==> src/rtl/mips_pkg.sv <==
// Shared MIPS constants for the multi-cycle controller: opcode/funct values,
// datapath select encodings, FSM state and instruction-class enums.
// Optional feature macro: OVF_TRAP_EN (adds the TRAP state).
package mips_pkg;

    localparam logic [5:0] OP_RTYPE = 6'b000000;
    localparam logic [5:0] OP_LW    = 6'b100011;
    localparam logic [5:0] OP_LB    = 6'b100000;
    localparam logic [5:0] OP_SW    = 6'b101011;
    localparam logic [5:0] OP_ADDI  = 6'b001000;
    localparam logic [5:0] OP_ADDIU = 6'b001001;
    localparam logic [5:0] OP_ORI   = 6'b001101;
    localparam logic [5:0] OP_LUI   = 6'b001111;
    localparam logic [5:0] OP_BEQ   = 6'b000100;
    localparam logic [5:0] OP_J     = 6'b000010;
    localparam logic [5:0] OP_JAL   = 6'b000011;

    localparam logic [5:0] FN_ADDU  = 6'b100001;
    localparam logic [5:0] FN_SUBU  = 6'b100011;
    localparam logic [5:0] FN_SLT   = 6'b101010;
    localparam logic [5:0] FN_JR    = 6'b001000;

    localparam logic [2:0] ALUOP_ADD = 3'b000;
    localparam logic [2:0] ALUOP_OR  = 3'b001;
    localparam logic [2:0] ALUOP_SLT = 3'b010;
    localparam logic [2:0] ALUOP_SUB = 3'b011;
    localparam logic [2:0] ALUOP_LUI = 3'b100;

    localparam logic [1:0] NPC_SEQ = 2'b00;
    localparam logic [1:0] NPC_BR  = 2'b01;
    localparam logic [1:0] NPC_JMP = 2'b10;
    localparam logic [1:0] NPC_JR  = 2'b11;

    localparam logic [1:0] REGDST_RT = 2'b00;
    localparam logic [1:0] REGDST_RD = 2'b01;
    localparam logic [1:0] REGDST_RA = 2'b10;

    localparam logic [1:0] WB_ALU = 2'b00;
    localparam logic [1:0] WB_MEM = 2'b01;
    localparam logic [1:0] WB_PC  = 2'b10;

    typedef enum logic [2:0] {
        ST_FETCH,
        ST_DECODE,
        ST_EXEC,
        ST_MEM,
        ST_WB
`ifdef OVF_TRAP_EN
        , ST_TRAP
`endif
    } state_e;

    typedef enum logic [3:0] {
        IC_LOAD,
        IC_STORE,
        IC_ALU_I,
        IC_ALU_R,
        IC_BRANCH,
        IC_JUMP,
        IC_LINK,
        IC_JREG,
        IC_ILLEGAL
    } iclass_e;

    typedef struct packed {
        iclass_e    iclass;
        logic [2:0] aluop;
        logic       ext_sel;
        logic       is_byte;
        logic       is_addi;
    } dec_t;

endpackage

==> src/rtl/mc_controller_if.sv <==
// Bundle of every controller <-> datapath/memory signal. The controller
// side uses the master modport, the datapath/memory side the slave modport.
interface mc_controller_if;

    logic [5:0] opcode;
    logic [5:0] funct;
    logic       alu_zero;
    logic       alu_ovf;
    logic       mem_ready;
    logic       mem_req;
    logic       mem_we;
    logic       iord;
    logic       pc_we;
    logic       ir_we;
    logic       regwrite;
    logic [1:0] regdst;
    logic [1:0] wb_sel;
    logic       alusrc;
    logic [2:0] aluop;
    logic       ext_sel;
    logic [1:0] npc_sel;
    logic       lb_flag;
    logic       ovf_exc;

    modport master (
        input  opcode, funct, alu_zero, alu_ovf, mem_ready,
        output mem_req, mem_we, iord, pc_we, ir_we, regwrite, regdst,
               wb_sel, alusrc, aluop, ext_sel, npc_sel, lb_flag, ovf_exc
    );

    modport slave (
        output opcode, funct, alu_zero, alu_ovf, mem_ready,
        input  mem_req, mem_we, iord, pc_we, ir_we, regwrite, regdst,
               wb_sel, alusrc, aluop, ext_sel, npc_sel, lb_flag, ovf_exc
    );

endinterface

==> src/rtl/mc_controller_decode.sv <==
// mc_decode: purely combinational opcode/funct classifier. Produces the
// instruction class consumed by the FSM plus the ALU op and extension mode.
module mc_decode
    import mips_pkg::*;
(
    input  logic [5:0] opcode_i,
    input  logic [5:0] funct_i,
    output dec_t       dec_o
);

    // Map opcode/funct onto class, ALU operation and immediate extension
    always_comb begin
        dec_o.iclass  = IC_ILLEGAL;
        dec_o.aluop   = ALUOP_ADD;
        dec_o.ext_sel = 1'b1;
        dec_o.is_byte = 1'b0;
        dec_o.is_addi = 1'b0;
        case (opcode_i)
            OP_LW:    dec_o.iclass = IC_LOAD;
            OP_LB: begin
                dec_o.iclass  = IC_LOAD;
                dec_o.is_byte = 1'b1;
            end
            OP_SW:    dec_o.iclass = IC_STORE;
            OP_ADDI: begin
                dec_o.iclass  = IC_ALU_I;
                dec_o.is_addi = 1'b1;
            end
            OP_ADDIU: begin
                dec_o.iclass  = IC_ALU_I;
                dec_o.ext_sel = 1'b0;
            end
            OP_ORI: begin
                dec_o.iclass  = IC_ALU_I;
                dec_o.aluop   = ALUOP_OR;
                dec_o.ext_sel = 1'b0;
            end
            OP_LUI: begin
                dec_o.iclass = IC_ALU_I;
                dec_o.aluop  = ALUOP_LUI;
            end
            OP_BEQ: begin
                dec_o.iclass = IC_BRANCH;
                dec_o.aluop  = ALUOP_SUB;
            end
            OP_J:     dec_o.iclass = IC_JUMP;
            OP_JAL:   dec_o.iclass = IC_LINK;
            OP_RTYPE: begin
                case (funct_i)
                    FN_ADDU: dec_o.iclass = IC_ALU_R;
                    FN_SUBU: begin
                        dec_o.iclass = IC_ALU_R;
                        dec_o.aluop  = ALUOP_SUB;
                    end
                    FN_SLT: begin
                        dec_o.iclass = IC_ALU_R;
                        dec_o.aluop  = ALUOP_SLT;
                    end
                    FN_JR:   dec_o.iclass = IC_JREG;
                    default: dec_o.iclass = IC_ILLEGAL;
                endcase
            end
            default: dec_o.iclass = IC_ILLEGAL;
        endcase
    end

endmodule

==> src/rtl/mc_controller.sv <==
// mc_controller: multi-cycle MIPS sequencer (FETCH/DECODE/EXEC/MEM/WB).
// Outputs are decoded combinationally from the state register and the IR
// fields, and forced to 0 while rst_n is low so an abort takes effect at once.
// Optional feature macro: OVF_TRAP_EN (addi overflow diverts to TRAP).
module mc_controller
    import mips_pkg::*;
(
    input  logic            clk,
    input  logic            rst_n,
    mc_controller_if.master bus
);

    state_e state_q;
    dec_t   dec;

    mc_decode u_decode (
        .opcode_i (bus.opcode),
        .funct_i  (bus.funct),
        .dec_o    (dec)
    );

`ifndef OVF_TRAP_EN
    logic unused_ovf;
    assign unused_ovf = bus.alu_ovf ^ dec.is_addi;
`endif

    // State register with next-state selection per phase
    always_ff @(posedge clk or negedge rst_n) begin
        if (!rst_n) begin
            state_q <= ST_FETCH;
        end else begin
            case (state_q)
                ST_FETCH: begin
                    if (bus.mem_ready) state_q <= ST_DECODE;
                end
                ST_DECODE: begin
                    case (dec.iclass)
                        IC_JUMP, IC_LINK, IC_JREG, IC_ILLEGAL: state_q <= ST_FETCH;
                        default:                               state_q <= ST_EXEC;
                    endcase
                end
                ST_EXEC: begin
                    case (dec.iclass)
                        IC_BRANCH:          state_q <= ST_FETCH;
                        IC_LOAD, IC_STORE:  state_q <= ST_MEM;
                        default: begin
`ifdef OVF_TRAP_EN
                            if (dec.is_addi && bus.alu_ovf) state_q <= ST_TRAP;
                            else                            state_q <= ST_WB;
`else
                            state_q <= ST_WB;
`endif
                        end
                    endcase
                end
                ST_MEM: begin
                    if (bus.mem_ready) begin
                        state_q <= (dec.iclass == IC_STORE) ? ST_FETCH : ST_WB;
                    end
                end
                ST_WB:   state_q <= ST_FETCH;
`ifdef OVF_TRAP_EN
                ST_TRAP: state_q <= ST_FETCH;
`endif
                default: state_q <= ST_FETCH;
            endcase
        end
    end

    // Datapath strobes and selects decoded from state plus instruction class
    always_comb begin
        bus.mem_req  = 1'b0;
        bus.mem_we   = 1'b0;
        bus.iord     = 1'b0;
        bus.pc_we    = 1'b0;
        bus.ir_we    = 1'b0;
        bus.regwrite = 1'b0;
        bus.regdst   = REGDST_RT;
        bus.wb_sel   = WB_ALU;
        bus.alusrc   = 1'b0;
        bus.aluop    = ALUOP_ADD;
        bus.ext_sel  = 1'b0;
        bus.npc_sel  = NPC_SEQ;
        bus.lb_flag  = 1'b0;
        bus.ovf_exc  = 1'b0;
        if (rst_n) begin
            // ALU controls stay stable from EXEC through MEM/WB
            if (state_q == ST_EXEC || state_q == ST_MEM || state_q == ST_WB) begin
                bus.aluop   = dec.aluop;
                bus.ext_sel = dec.ext_sel;
                bus.alusrc  = (dec.iclass != IC_ALU_R) && (dec.iclass != IC_BRANCH);
            end
            case (state_q)
                ST_FETCH: begin
                    bus.mem_req = 1'b1;
                    if (bus.mem_ready) begin
                        bus.ir_we = 1'b1;
                        bus.pc_we = 1'b1;
                    end
                end
                ST_DECODE: begin
                    case (dec.iclass)
                        IC_JUMP: begin
                            bus.pc_we   = 1'b1;
                            bus.npc_sel = NPC_JMP;
                        end
                        IC_LINK: begin
                            bus.pc_we    = 1'b1;
                            bus.npc_sel  = NPC_JMP;
                            bus.regwrite = 1'b1;
                            bus.regdst   = REGDST_RA;
                            bus.wb_sel   = WB_PC;
                        end
                        IC_JREG: begin
                            bus.pc_we   = 1'b1;
                            bus.npc_sel = NPC_JR;
                        end
                        default: ;
                    endcase
                end
                ST_EXEC: begin
                    if (dec.iclass == IC_BRANCH) begin
                        bus.npc_sel = NPC_BR;
                        bus.pc_we   = bus.alu_zero;
                    end
                end
                ST_MEM: begin
                    bus.mem_req = 1'b1;
                    bus.iord    = 1'b1;
                    bus.mem_we  = (dec.iclass == IC_STORE);
                    bus.lb_flag = dec.is_byte;
                end
                ST_WB: begin
                    bus.regwrite = 1'b1;
                    bus.lb_flag  = dec.is_byte;
                    if (dec.iclass == IC_LOAD)  bus.wb_sel = WB_MEM;
                    if (dec.iclass == IC_ALU_R) bus.regdst = REGDST_RD;
                end
`ifdef OVF_TRAP_EN
                ST_TRAP: bus.ovf_exc = 1'b1;
`endif
                default: ;
            endcase
        end
    end

endmodule

==> src/flat_wrapper.sv <==
// flat-port wrapper written by rule: the top's interface ports become plain ports
module mc_controller_flat import mips_pkg::*;
  (clk, rst_n, bus_opcode, bus_funct, bus_alu_zero, bus_alu_ovf, bus_mem_ready, bus_mem_req, bus_mem_we, bus_iord, bus_pc_we, bus_ir_we, bus_regwrite, bus_regdst, bus_wb_sel, bus_alusrc, bus_aluop, bus_ext_sel, bus_npc_sel, bus_lb_flag, bus_ovf_exc);
  mc_controller_if bus_i ();
  input  logic clk;
  input  logic rst_n;
  input wire logic [$bits(bus_i.opcode)-1:0] bus_opcode;
  input wire logic [$bits(bus_i.funct)-1:0] bus_funct;
  input wire logic [$bits(bus_i.alu_zero)-1:0] bus_alu_zero;
  input wire logic [$bits(bus_i.alu_ovf)-1:0] bus_alu_ovf;
  input wire logic [$bits(bus_i.mem_ready)-1:0] bus_mem_ready;
  output wire logic [$bits(bus_i.mem_req)-1:0] bus_mem_req;
  output wire logic [$bits(bus_i.mem_we)-1:0] bus_mem_we;
  output wire logic [$bits(bus_i.iord)-1:0] bus_iord;
  output wire logic [$bits(bus_i.pc_we)-1:0] bus_pc_we;
  output wire logic [$bits(bus_i.ir_we)-1:0] bus_ir_we;
  output wire logic [$bits(bus_i.regwrite)-1:0] bus_regwrite;
  output wire logic [$bits(bus_i.regdst)-1:0] bus_regdst;
  output wire logic [$bits(bus_i.wb_sel)-1:0] bus_wb_sel;
  output wire logic [$bits(bus_i.alusrc)-1:0] bus_alusrc;
  output wire logic [$bits(bus_i.aluop)-1:0] bus_aluop;
  output wire logic [$bits(bus_i.ext_sel)-1:0] bus_ext_sel;
  output wire logic [$bits(bus_i.npc_sel)-1:0] bus_npc_sel;
  output wire logic [$bits(bus_i.lb_flag)-1:0] bus_lb_flag;
  output wire logic [$bits(bus_i.ovf_exc)-1:0] bus_ovf_exc;
  assign bus_i.opcode = bus_opcode;
  assign bus_i.funct = bus_funct;
  assign bus_i.alu_zero = bus_alu_zero;
  assign bus_i.alu_ovf = bus_alu_ovf;
  assign bus_i.mem_ready = bus_mem_ready;
  assign bus_mem_req = bus_i.mem_req;
  assign bus_mem_we = bus_i.mem_we;
  assign bus_iord = bus_i.iord;
  assign bus_pc_we = bus_i.pc_we;
  assign bus_ir_we = bus_i.ir_we;
  assign bus_regwrite = bus_i.regwrite;
  assign bus_regdst = bus_i.regdst;
  assign bus_wb_sel = bus_i.wb_sel;
  assign bus_alusrc = bus_i.alusrc;
  assign bus_aluop = bus_i.aluop;
  assign bus_ext_sel = bus_i.ext_sel;
  assign bus_npc_sel = bus_i.npc_sel;
  assign bus_lb_flag = bus_i.lb_flag;
  assign bus_ovf_exc = bus_i.ovf_exc;
  mc_controller u_core (.clk(clk), .rst_n(rst_n), .bus(bus_i));
endmodule
==> config.mk <==
export PLATFORM = sky130hd
export DESIGN_NAME = mc_controller_flat
export DESIGN_NICKNAME = d
export VERILOG_FILES = /design/src/rtl/mips_pkg.sv /design/src/rtl/mc_controller_if.sv /design/src/rtl/mc_controller_decode.sv /design/src/rtl/mc_controller.sv /design/src/flat_wrapper.sv
export SDC_FILE = /design/constraint.sdc
export NUM_CORES = 1
export LEC_CHECK = 0
export ABC_AREA = 1
export CAP_MARGIN = 20
export CORE_MARGIN = 10
export CORE_UTILIZATION = 39
export CTS_CLUSTER_SIZE = 12
export DETAILED_ROUTE_END_ITERATION = 12
export PLACE_DENSITY = 0.76
export RECOVER_POWER = 50
export SLEW_MARGIN = 15
export SYNTH_ARGS = -nofsm -noshare
export SYNTH_HDL_FRONTEND = slang
export SYNTH_SLANG_ARGS = --single-unit
==> constraint.sdc <==
create_clock -name clk -period 1.6 [get_ports clk]
set_input_delay 0.24 -clock clk [delete_from_list [all_inputs] [get_ports clk]]
set_output_delay 0.24 -clock clk [all_outputs]
set_load 0.1 [all_outputs]
==> qor.csv, run 1 <==
stage;metric;value;unit
clock_tree;ctsResizeCount;94;
yosys;synthAdderAreaFrac;0;%
placed_design;dp.cells;230;
yosys;muxShareOfSynthArea;0;%
clock_tree;cts_max_path_buffers;2;
floorplanning;die_x;62.6;um
yosys;synth_area;707;um^2
yosys;synth-edff-count;0;
placed_design;place_congestion;0.880;
yosys;synthTopCellsByCount;nor2_1 (30), inv_1 (27), nand2_1 (25);
outcome;toolErrorMsg;[ERROR DPL-0038] Utilization greater than 100%, impossible to legalize;
yosys;synth_simple_gate_area_share;60.4;%
yosys;synth_most_common_cell;nor2_1;
yosys;ys_seq_elements;3;
yosys;ys_async_sr_fraction;100;%
yosys;synth_xor_area_share;0;%
clock_tree;cts_inserted_buffers;3;
clock_tree;clock_sinks;3;
floorplanning;num_rows;15;
yosys;synth_nets;158;
yosys;synthCells;141;
floorplanning;ios;36;
placed_design;port_buffers;33;
clock_tree;clock-root-buffer;clkbuf_4;
yosys;synth_compound_area_share;10.4;%
yosys;yosysWarnings;0;
clock_tree;cts_hold_buf;0;
yosys;synthFlopType;dfrtp_1;
yosys;synth-seq-area-share;10.6;%
placed_design;place_hpwl;3.23;mm
yosys;synth.avg_cell_area;5.01;um^2
clock_tree;post_cts_buffers;10;
floorplanning;start_util;40.9;%
floorplanning;die_y;62.6;um
yosys;yosysTopAreaCell;nor2_1;
yosys;synth.area.top_cells;nor2_1 (16%), inv_1 (14%), nand2_1 (13%), nand3_1 (12%), dfrtp_1 (11%);
yosys;synth_cell_types;22;
yosys;netlist.area_leader.share;15.9;%
clock_tree;h-tree-depth;1;
outcome;lastStage;clock tree synthesis;
yosys;synth_top_family_by_area;simple AND/OR/NAND/NOR gates;
outcome;status;stopped before the end;
==> logic make-up after synthesis <==
group | after synthesis
other | 1
buffers and inverters | 32
and+or+nand+nor | 92
AOI/OAI and AO/OA | 13
DFF | 3
==> metrics by stage <==
step	area (um^2)	worst slack, ps
floorplan	858	-774
global placement	1630	-532
detailed placement	1630	-649
==> run 2: changes to the inputs <==
--- a/config.mk
+++ b/config.mk
@@ -7,11 +7,10 @@
 export LEC_CHECK = 0
 export ABC_AREA = 1
 export CAP_MARGIN = 20
-export CORE_MARGIN = 10
-export CORE_UTILIZATION = 39
-export CTS_CLUSTER_SIZE = 12
+export CORE_AREA = 10 10 71 73
 export DETAILED_ROUTE_END_ITERATION = 12
-export PLACE_DENSITY = 0.76
+export DIE_AREA = 0 0 81 83
+export PLACE_DENSITY_LB_ADDON = 0.15
 export RECOVER_POWER = 50
 export SLEW_MARGIN = 15
 export SYNTH_ARGS = -nofsm -noshare
==> run 2 against run 1 <==
The flow now finishes, with violations (negative setup slack). Area after synthesis unchanged. Synthesized cell count unchanged.
==> qor.csv, run 2 <==
stage;metric;value;unit
outcome;status;finished, violations left;
outcome;violations;negative setup slack;
power_and_ir_drop;power_switching;0.372;mW
routing;viasPerCell;4.36;
yosys;synth-seq-area-share;10.6;%
finish;final_cell_mix;buf_4 (46), nor2_4 (19), nand2_2 (19), buf_12 (19), inv_2 (14);
setup_path;required;1360;ps
finish;antenna_cells;0;
clock_tree;cts_tree;built;
global_routing;grt_first_pass_wirelength;5.31;mm
routing;wl_per_cell;11.8;um
finish;drive_above_1_share;75.0;%
floorplanning;die_y;83;um
power_and_ir_drop;p_clk_share;27.6;%
sta;fmax;532;MHz
floorplanning;num_rows;22;
yosys;ys_async_sr_fraction;100;%
setup_path;cp_max_fo;4;
yosys;synth-edff-count;0;
finish;nNetsFinal;246;
sta;slew_viol_final;0;
setup_path;cp_data_arrival_time;1640;ps
min_path;min_path_type;in -> async;
power_and_ir_drop;p_int;0.461;mW
routing;wl;3.25;mm
global_routing;grt_max_degree;6;
placed_design;dp.cells;261;
power_and_ir_drop;p_comb_share;61.1;%
sta;post-route-period-util;117;%
yosys;synthFlopType;dfrtp_1;
global_routing;grt_pass1_vias;1191;
sta;postLayoutSetupSlackWorst;-279;ps
yosys;synth_nets;158;
yosys;yosysWarnings;0;
setup_path;worstSetupStartpointType;register;
routing;ant_nets;0;
finish;largest-register;u_core.state_q;
yosys;netlist.area_leader.share;15.9;%
floorplanning;dieArea;6720;um^2
yosys;synth_cell_types;22;
routing;first_pass_iters;4;
yosys;synth_area;707;um^2
global_routing;grt.overflow.total;0;
yosys;yosysTopAreaCell;nor2_1;
sta;setup_tns;-3540;ps
global_routing;antenna_found_initial;0;
yosys;synthCells;141;
job;drv_cap;0;
finish;final_common_cell;buf_4;
clock_tree;cts_hold_buf;0;
sta;hold_ws;571;ps
setup_path;worst-setup-path-type;reg -> out;
setup_path;worstSetupEndpointType;output pin;
sta;layout_min_cycle_time;1880;ps
floorplanning;ios;36;
routing;drc;0;
floorplanning;start_util;19.5;%
yosys;synth_most_common_cell;nor2_1;
finish;layout.cells.non_filler;276;
power_and_ir_drop;ir_worst_vdd;233;uV
yosys;synth.avg_cell_area;5.01;um^2
setup_path;reg2reg_slack;230;ps
clock_tree;h-tree-depth;1;
yosys;synth.area.top_cells;nor2_1 (16%), inv_1 (14%), nand2_1 (13%), nand3_1 (12%), dfrtp_1 (11%);
finish;top_regs;u_core.state_q (3);
power_and_ir_drop;total_power;0.832;mW
placed_design;place_congestion;0.862;
clock_tree;cts_inserted_buffers;3;
global_routing;grt_util_all_layers;9.39;%
sta;rsz0062_at_grt;yes;
clock_tree;clock_sinks;3;
routing;vias;1202;
clock_tree;cts_max_path_buffers;2;
yosys;ys_seq_elements;3;
power_and_ir_drop;power_density;407;nW/um^2
clock_tree;clock-root-buffer;clkbuf_8;
finish;area_growth;189;%
placed_design;place_hpwl;2.54;mm
yosys;synthTopCellsByCount;nor2_1 (30), inv_1 (27), nand2_1 (25);
power_and_ir_drop;p_leak;0.892;nW
floorplanning;core;3630;um^2
clock_tree;path_clk_slew;30;ps
sta;setup_viol;18;
sta;final_hold_viol_count;0;
power_and_ir_drop;seqPwrFrac;11.2;%
sta;fin_worst_skew;0.567;ps
routing;drt_iter0_markers;21;
clock_tree;clock_latency;220;ps
power_and_ir_drop;switching_share;44.7;%
finish;largest_reg_flops;3;
floorplanning;die_x;81;um
placed_design;port_buffers;33;
-- run 2: cell counts after synthesis --
No cell type changed its count.
-- run 2: power by group through the flow --
| stage | clock (mW) | combinational [mW] | sequential [mW] |
|---|---|---|---|
| floorplan | 0 | 0.236 | 0.0896 |
| global placement | 0 | 0.424 | 0.0905 |
| detailed placement | 0 | 0.430 | 0.0911 |
| CTS | 0.230 | 0.474 | 0.0945 |
| global route | 0.239 | 0.539 | 0.0940 |
| finish | 0.230 | 0.509 | 0.0936 |
-- run 2: path summary, 6_finish.rpt --
kind / start / to / cells after the start
setup / recovery: u_core.state_q[2] / bus_aluop[1] / 6
hold / removal: rst_n / u_core.state_q[0] / 3
setup reg to reg: u_core.state_q[0] / u_core.state_q[2] / 6
hold reg to reg: u_core.state_q[2] / u_core.state_q[0] / 3
max in group asynchronous: rst_n / u_core.state_q[2] / 3
min in group clk: bus_opcode[4] / u_core.state_q[0] / 7
-- run 2: area by class of cell --
class	instances	area [um^2]
sequential	3	76.3
timing repair buffer	85	900
tap	48	60.1
multi-input combinational	106	838
clock buffer	4	45.0
fill	341	1590
inverter	30	126
-- run 2: timing repair --
| action | in CTS | in global routing |
|---|---|---|
| setup endpoints to repair | 19 | 18 |
| pin swaps | 29 | 18 |
| resized for setup | 70 | 42 |
| setup buffers | 9 | 3 |
-- run 2: through the flow --
step           cell area (um^2)  setup WS, ps  utilization (%)
5_1_grt                    2050          -362             56.3
3_5_place_dp               1720          -611             47.4
2_1_floorplan               858          -774                -
6_report                   2050          -279             56.3
3_3_place_gp               1720          -562             47.4
4_1_cts                    1940          -282             53.3
-- run 2: kinds of logic after synthesis --
| group | count (synthesis) | share of synthesized area, % |
|---|---|---|
| DFF | 3 | 10.6 |
| AOI/OAI and AO/OA | 13 | 10.4 |
| and+or+nand+nor | 92 | 60.4 |
| other | 1 | 0.530 |
| buffers and inverters | 32 | 18.1 |
-- run 2: routing by layer --
metal	vias up	routed length (um)	GRT usage, %
met5	-	0	0
met4	0	64	4.23
met3	5	217	3.02
met2	26	1680	15.6
met1	553	1290	10.4
li1	618	-	-
-- run 2: critical path: stages (launching register included) --
cell     delay [ps]
dfrtp_2         440
nor3_4          300
nor3_4           90
nor2_4          210
inv_4            70
a21oi_4         130
buf_12          180
No activity file was read; power rests on OpenSTA's default activity.
==> run 3: changes to the inputs <==
--- a/config.mk
+++ b/config.mk
@@ -8,8 +8,10 @@
 export ABC_AREA = 1
 export CAP_MARGIN = 20
 export CORE_AREA = 10 10 71 73
+export CTS_CLUSTER_SIZE = 8
 export DETAILED_ROUTE_END_ITERATION = 12
 export DIE_AREA = 0 0 81 83
+export HOLD_SLACK_MARGIN = 0.06
 export PLACE_DENSITY_LB_ADDON = 0.15
 export RECOVER_POWER = 50
 export SLEW_MARGIN = 15
==> constraint.sdc (replaced) <==
create_clock -name clk -period 2.16 [get_ports clk]
set_input_delay 0.324 -clock clk [delete_from_list [all_inputs] [get_ports clk]]
set_output_delay 0.324 -clock clk [all_outputs]
set_load 0.1 [all_outputs]
==> run 3 against run 2 <==
The flow now finishes without violations. First-iteration DRC count is 150% higher. Sequential power is 28% lower. Die area unchanged. Critical endpoint is now bus_lb_flag.
==> qor.csv, run 3 (same netlist as run 2, synthesis figures left out) <==
stage;metric;value;unit
outcome;status;completed;
setup_path;cp_top_family;buffers and inverters;
setup_path;worst-setup-path-type;in -> out;
sta;layout_min_cycle_time;2070;ps
sta;slew_viol_final;0;
floorplanning;ios;36;
floorplanning;start_util;19.5;%
power_and_ir_drop;power_density;311;nW/um^2
setup_path;worstSetupEndpointType;output pin;
routing;viasPerCell;4.25;
finish;largest-register;u_core.state_q;
floorplanning;num_rows;22;
clock_tree;clock_sinks;3;
routing;wl;2.80;mm
routing;first_pass_iters;4;
clock_tree;cts_hold_buf;0;
global_routing;grt_util_all_layers;8.71;%
clock_tree;cts_inserted_buffers;3;
setup_path;path_cells;dlygate4sd3_1 > inv_1 > buf_4 > nor2_4 > inv_2 > a21oi_4 > buf_12;
setup_path;r2r_start;u_core.state_q[2];
finish;final_cell_mix;inv_1 (26), buf_4 (26), nand2_1 (23);
setup_path;worst-path-buf-inv;5;
routing;vias;1070;
floorplanning;core;3630;um^2
finish;antenna_cells;0;
routing;ant_nets;0;
placed_design;place_hpwl;2.38;mm
finish;n_fill_cell;390;
sta;rsz0062_at_grt;yes;
sta;hold_ws;480;ps
job;drv_cap;0;
global_routing;antenna_found_initial;0;
clock_tree;cts_max_path_buffers;2;
floorplanning;die_x;81;um
setup_path;worstSetupStartpointType;primary input;
power_and_ir_drop;ir_worst_vdd;147;uV
setup_path;cp_data_arrival_time;1750;ps
finish;top_regs;u_core.state_q (3);
global_routing;grt_max_degree;7;
routing;drt_iter0_markers;52;
routing;drc;0;
finish;stdcell_area;1670;um^2
setup_path;required;1840;ps
sta;post-route-period-util;96.0;%
placed_design;place_congestion;0.841;
finish;area_growth;136;%
placed_design;place_ws;-210;ps
finish;drive_above_1_share;48.0;%
sta;postLayoutSetupSlackWorst;87.4;ps
clock_tree;h-tree-depth;1;
clock_tree;path_clk_slew;30;ps
global_routing;grt_pass1_vias;1142;
clock_tree;clock_latency;220;ps
floorplanning;die_y;83;um
setup_path;reg2reg_slack;810;ps
setup_path;reg2reg_depth;6;
power_and_ir_drop;p_leak;0.795;nW
clock_tree;cts_tree;built;
sta;fmax;482;MHz
min_path;min_path_type;in -> async;
setup_path;crit_path_max_incr_delay;550;ps
sta;final_hold_viol_count;0;
finish;largest_reg_flops;3;
routing;wl_per_cell;11.1;um
floorplanning;dieArea;6720;um^2
sta;setup_viol;0;
setup_path;slowest_stage;dlygate4sd3_1;
global_routing;grt.overflow.total;0;
setup_path;r2r_end;u_core.state_q[2];
clock_tree;clock-root-buffer;clkbuf_8;
placed_design;port_buffers;33;
placed_design;placed_cell_area;1510;um^2
setup_path;cp_max_fo;5;
global_routing;grt_first_pass_wirelength;4.98;mm
sta;fin_worst_skew;4.32;ps
finish;nNetsFinal;222;
[run 3: layout make-up]
cell class | count | area, um^2 | share of cell area [%]
clock buffer | 4 | 45.0 | 2.70
inverter | 30 | 113 | 6.75
multi-input combinational | 106 | 673 | 40.4
sequential | 3 | 75.1 | 4.50
tap | 48 | 60.1 | 3.60
timing repair buffer | 61 | 702 | 42.1
[run 3: metrics by stage]
step	std cells	power [mW]	utilization, %	setup TNS [ps]
4_1_cts	250	0.514	44.8	-6.36
2_1_floorplan	141	0.229	-	-738
6_report	252	0.519	45.9	0
5_1_grt	252	0.553	45.9	-16.0
3_5_place_dp	241	0.344	41.6	-895
3_3_place_gp	241	0.340	41.6	-703
[run 3: timing repair]
item	4_1_cts	5_1_grt
setup buffers	5	2
endpoints found under the setup margin	8	7
resized for setup	25	11
cloned	0	0
pin swaps	6	7
[run 3: power by group]
part	switching, mW	internal [mW]
clock	0.0385	0.126
sequential	0.00604	0.0618
combinational	0.183	0.104
[run 3: routing by layer]
metal / share of wire, % / up-vias / track usage (%)
met4: 0.75 / 0 / 3.29
met1: 40 / 483 / 8.76
met2: 54 / 21 / 16.3
met5: 0 / - / 0
met3: 5.6 / 3 / 2.16
li1: - / 563 / -
[run 3: how the worst max path moves through the flow]
stage	start	to	slack (ps)	depth (start not counted)
3_3_place_gp	bus_opcode[3]	bus_regdst[0]	-200	11
4_1_cts	bus_funct[4]	bus_wb_sel[0]	-6	11
5_1_grt	bus_opcode[2]	bus_pc_we	-9	9
6_report	rst_n	bus_lb_flag	90	7
2_1_floorplan	bus_opcode[5]	bus_regwrite	-390	4
3_5_place_dp	bus_opcode[5]	bus_regdst[0]	-210	11
==> variant: new RTL, config.mk and constraints of run 3 <==
Add a define of `OVF_TRAP_EN`.
--- a/src/rtl/mips_pkg.sv
+++ b/src/rtl/mips_pkg.sv
@@ -2,4 +2,6 @@
 // datapath select encodings, FSM state and instruction-class enums.
 // Optional feature macro: OVF_TRAP_EN (adds the TRAP state).
+`define OVF_TRAP_EN
+
 package mips_pkg;
 
Formal check against the unedited RTL: not equivalent (a bounded check fails within 4 cycles, from zero or initial values and one cycle with rst_n low).
==> variant against run 3 <==
Register-to-register slack improved by 70 ps; sequential cell count unchanged; total power increased by 0.20%; wire length increased by 10%; critical endpoint is now bus_aluop[1]; maximum frequency increased by 0.86%; worst setup slack improved by 18 ps; clock skew decreased by 4.2 ps; area after synthesis decreased by 2.1%; highest routed layer unchanged; final area increased by 3.8%.
==> variant: results (changes against run 3) <==
Synthesis
  • Part of the Yosys area used for sequential elements: 10.8% (+0.23 points)
  • Synth area leaders: nor2_1 (18%), nand2_1 (17%), inv_1 (16%)
  • Synth cell types: 20 (-9.1%)
  • Ys async rst share: 100% (unchanged)
  • Synth Area in Compound Gates: 12.8% (+2.4 points)
  • Yosys warnings: 0 (unchanged)
  • Synth top cells by count: nor2_1 (33), nand2_1 (31), inv_1 (29)

CTS
  • Clk buf depth: 2 (unchanged)
  • Clk pin slew, worst setup/hold paths: 30 ps (about the same)
  • CTS H-tree depth: 1 (unchanged)
  • Num CTS Buffers: 3 (unchanged)
  • Worst skew pair latency: 210 ps

GRT
  • Largest net degree at the start of global routing: 8 (+1)
  • First-pass GRT wire length: 5.31 mm (+6.5%)
  • GRT Overall Usage: 9.41% (+0.70 points)
  • Number of global-route vias before repair: 1,243 (+8.8%)
  • Congestion Overflow GR: 0 (unchanged)

Placement
  • Placed cell area: 1600 sq um (+5.5%)
  • GPL Wtd Cong: 0.859 (+2.2%)
  • PortBufs: 35 (+6.1%)
  • DPL Wire Length: 2.57 mm (+8.0%)

Route
  • TritonRoute pass-1 iters: 4 (unchanged)
  • Detailed Route WL: 3.09 mm (+10%)
  • Initial DRC Count: 28 (-46%)
  • DR vias/cell: 4.28 (+0.70%)
  • ANT nets after route: 0 (unchanged)

Worst setup path
  • Crit path to: bus_aluop[1]
  • FF-to-FF path depth: 4 (-2)
  • Setup crit start: u_core.state_q[0]
  • RR Endpoint: u_core.state_q[1]
  • Crit Path Max Fanout: 3 (-2)
  • Crit path arrival time: 1730 ps (-20 ps)
  • Reg-to-reg startpoint: u_core.state_q[2]
  • Reg2Reg Setup Slack: 880 ps (+70 ps)

Run status
  • Status: finished clean

Power and ir drop
  • VDD IR max: 0.139 mV (-5.3%)
  • Pleak: 0.869 nW (+9.3%)

Cells and area
  • Top reg by flops: u_core.state_q
  • Nets@finish: 242 (+9.0%)
  • Layout cells sized above 1: 48.7% (+0.62 points)
  • Top Registers: u_core.state_q (3)

Timing
  • Worst-Margin Slew: 550 ps
  • Clock skew: 0.114 ps (-4.20 ps)

Hold path
  • Hold Path Class: in -> async
[variant: report_power, final]
| group | switching (W) | total (W) | internal, W |
|---|---|---|---|
| Clock | 0.0000360 | 0.000162 | 0.000126 |
| Combinational | 0.000181 | 0.000292 | 0.000111 |
| Sequential | 0.00000460 | 0.0000666 | 0.0000620 |
[variant: per-layer routing]
metal | wire (um) | part of all wire (%) | vias to the layer above | GRT usage, %
li1 | - | - | 614 | -
met1 | 1270 | 41 | 522 | 10.4
met2 | 1580 | 51 | 23 | 16.5
met3 | 220 | 7.1 | 4 | 3.13
met4 | 20 | 0.65 | 0 | 2.35
met5 | 0 | 0 | - | 0
[variant: layout make-up]
class | count | area, sq um
well taps | 48 | 60.1
inverters | 29 | 109
flip-flops and latches | 3 | 75.1
clock buffers | 4 | 45.0
repair buffers | 80 | 786
fillers | 403 | 1900
multi-input cells | 108 | 656
[variant: cells by family after synthesis]
family | Yosys count
and+or+nand+nor | 93
buffers and inverters | 30
AOI/OAI and AO/OA | 15
DFF | 3
[variant: how the worst min path moves through the flow]
stage | from | to | slack, ps
2_1_floorplan | rst_n | u_core.state_q[0] | 30
3_3_place_gp | rst_n | u_core.state_q[1] | 640
6_report | rst_n | u_core.state_q[1] | 430
4_1_cts | rst_n | u_core.state_q[2] | 430
5_1_grt | rst_n | u_core.state_q[2] | 450
3_5_place_dp | rst_n | u_core.state_q[1] | 650
[variant: repair_timing]
item	in CTS	in global routing
pin swaps	16	8
setup endpoints to repair	12	13
gates resized for setup	38	16
setup buffers	10	2
[variant: critical path, stage by stage (launching register included)]
cell and delay (ps):
dfrtp_1 380, nor2_1 110, inv_1 60, nor2_1 130
nor2_1 70, nor2_2 160, inv_1 140, nor2_1 250
buf_12 210
[variant: metrics by stage]
stage / utilization [%] / instances / setup WS (ps)
2_1_floorplan: - / 141 / -720
3_3_place_gp: 43.9 / 256 / -286
3_5_place_dp: 43.9 / 256 / -269
4_1_cts: 48.8 / 270 / -26.0
5_1_grt: 47.6 / 272 / -5.18
6_report: 47.6 / 272 / 105
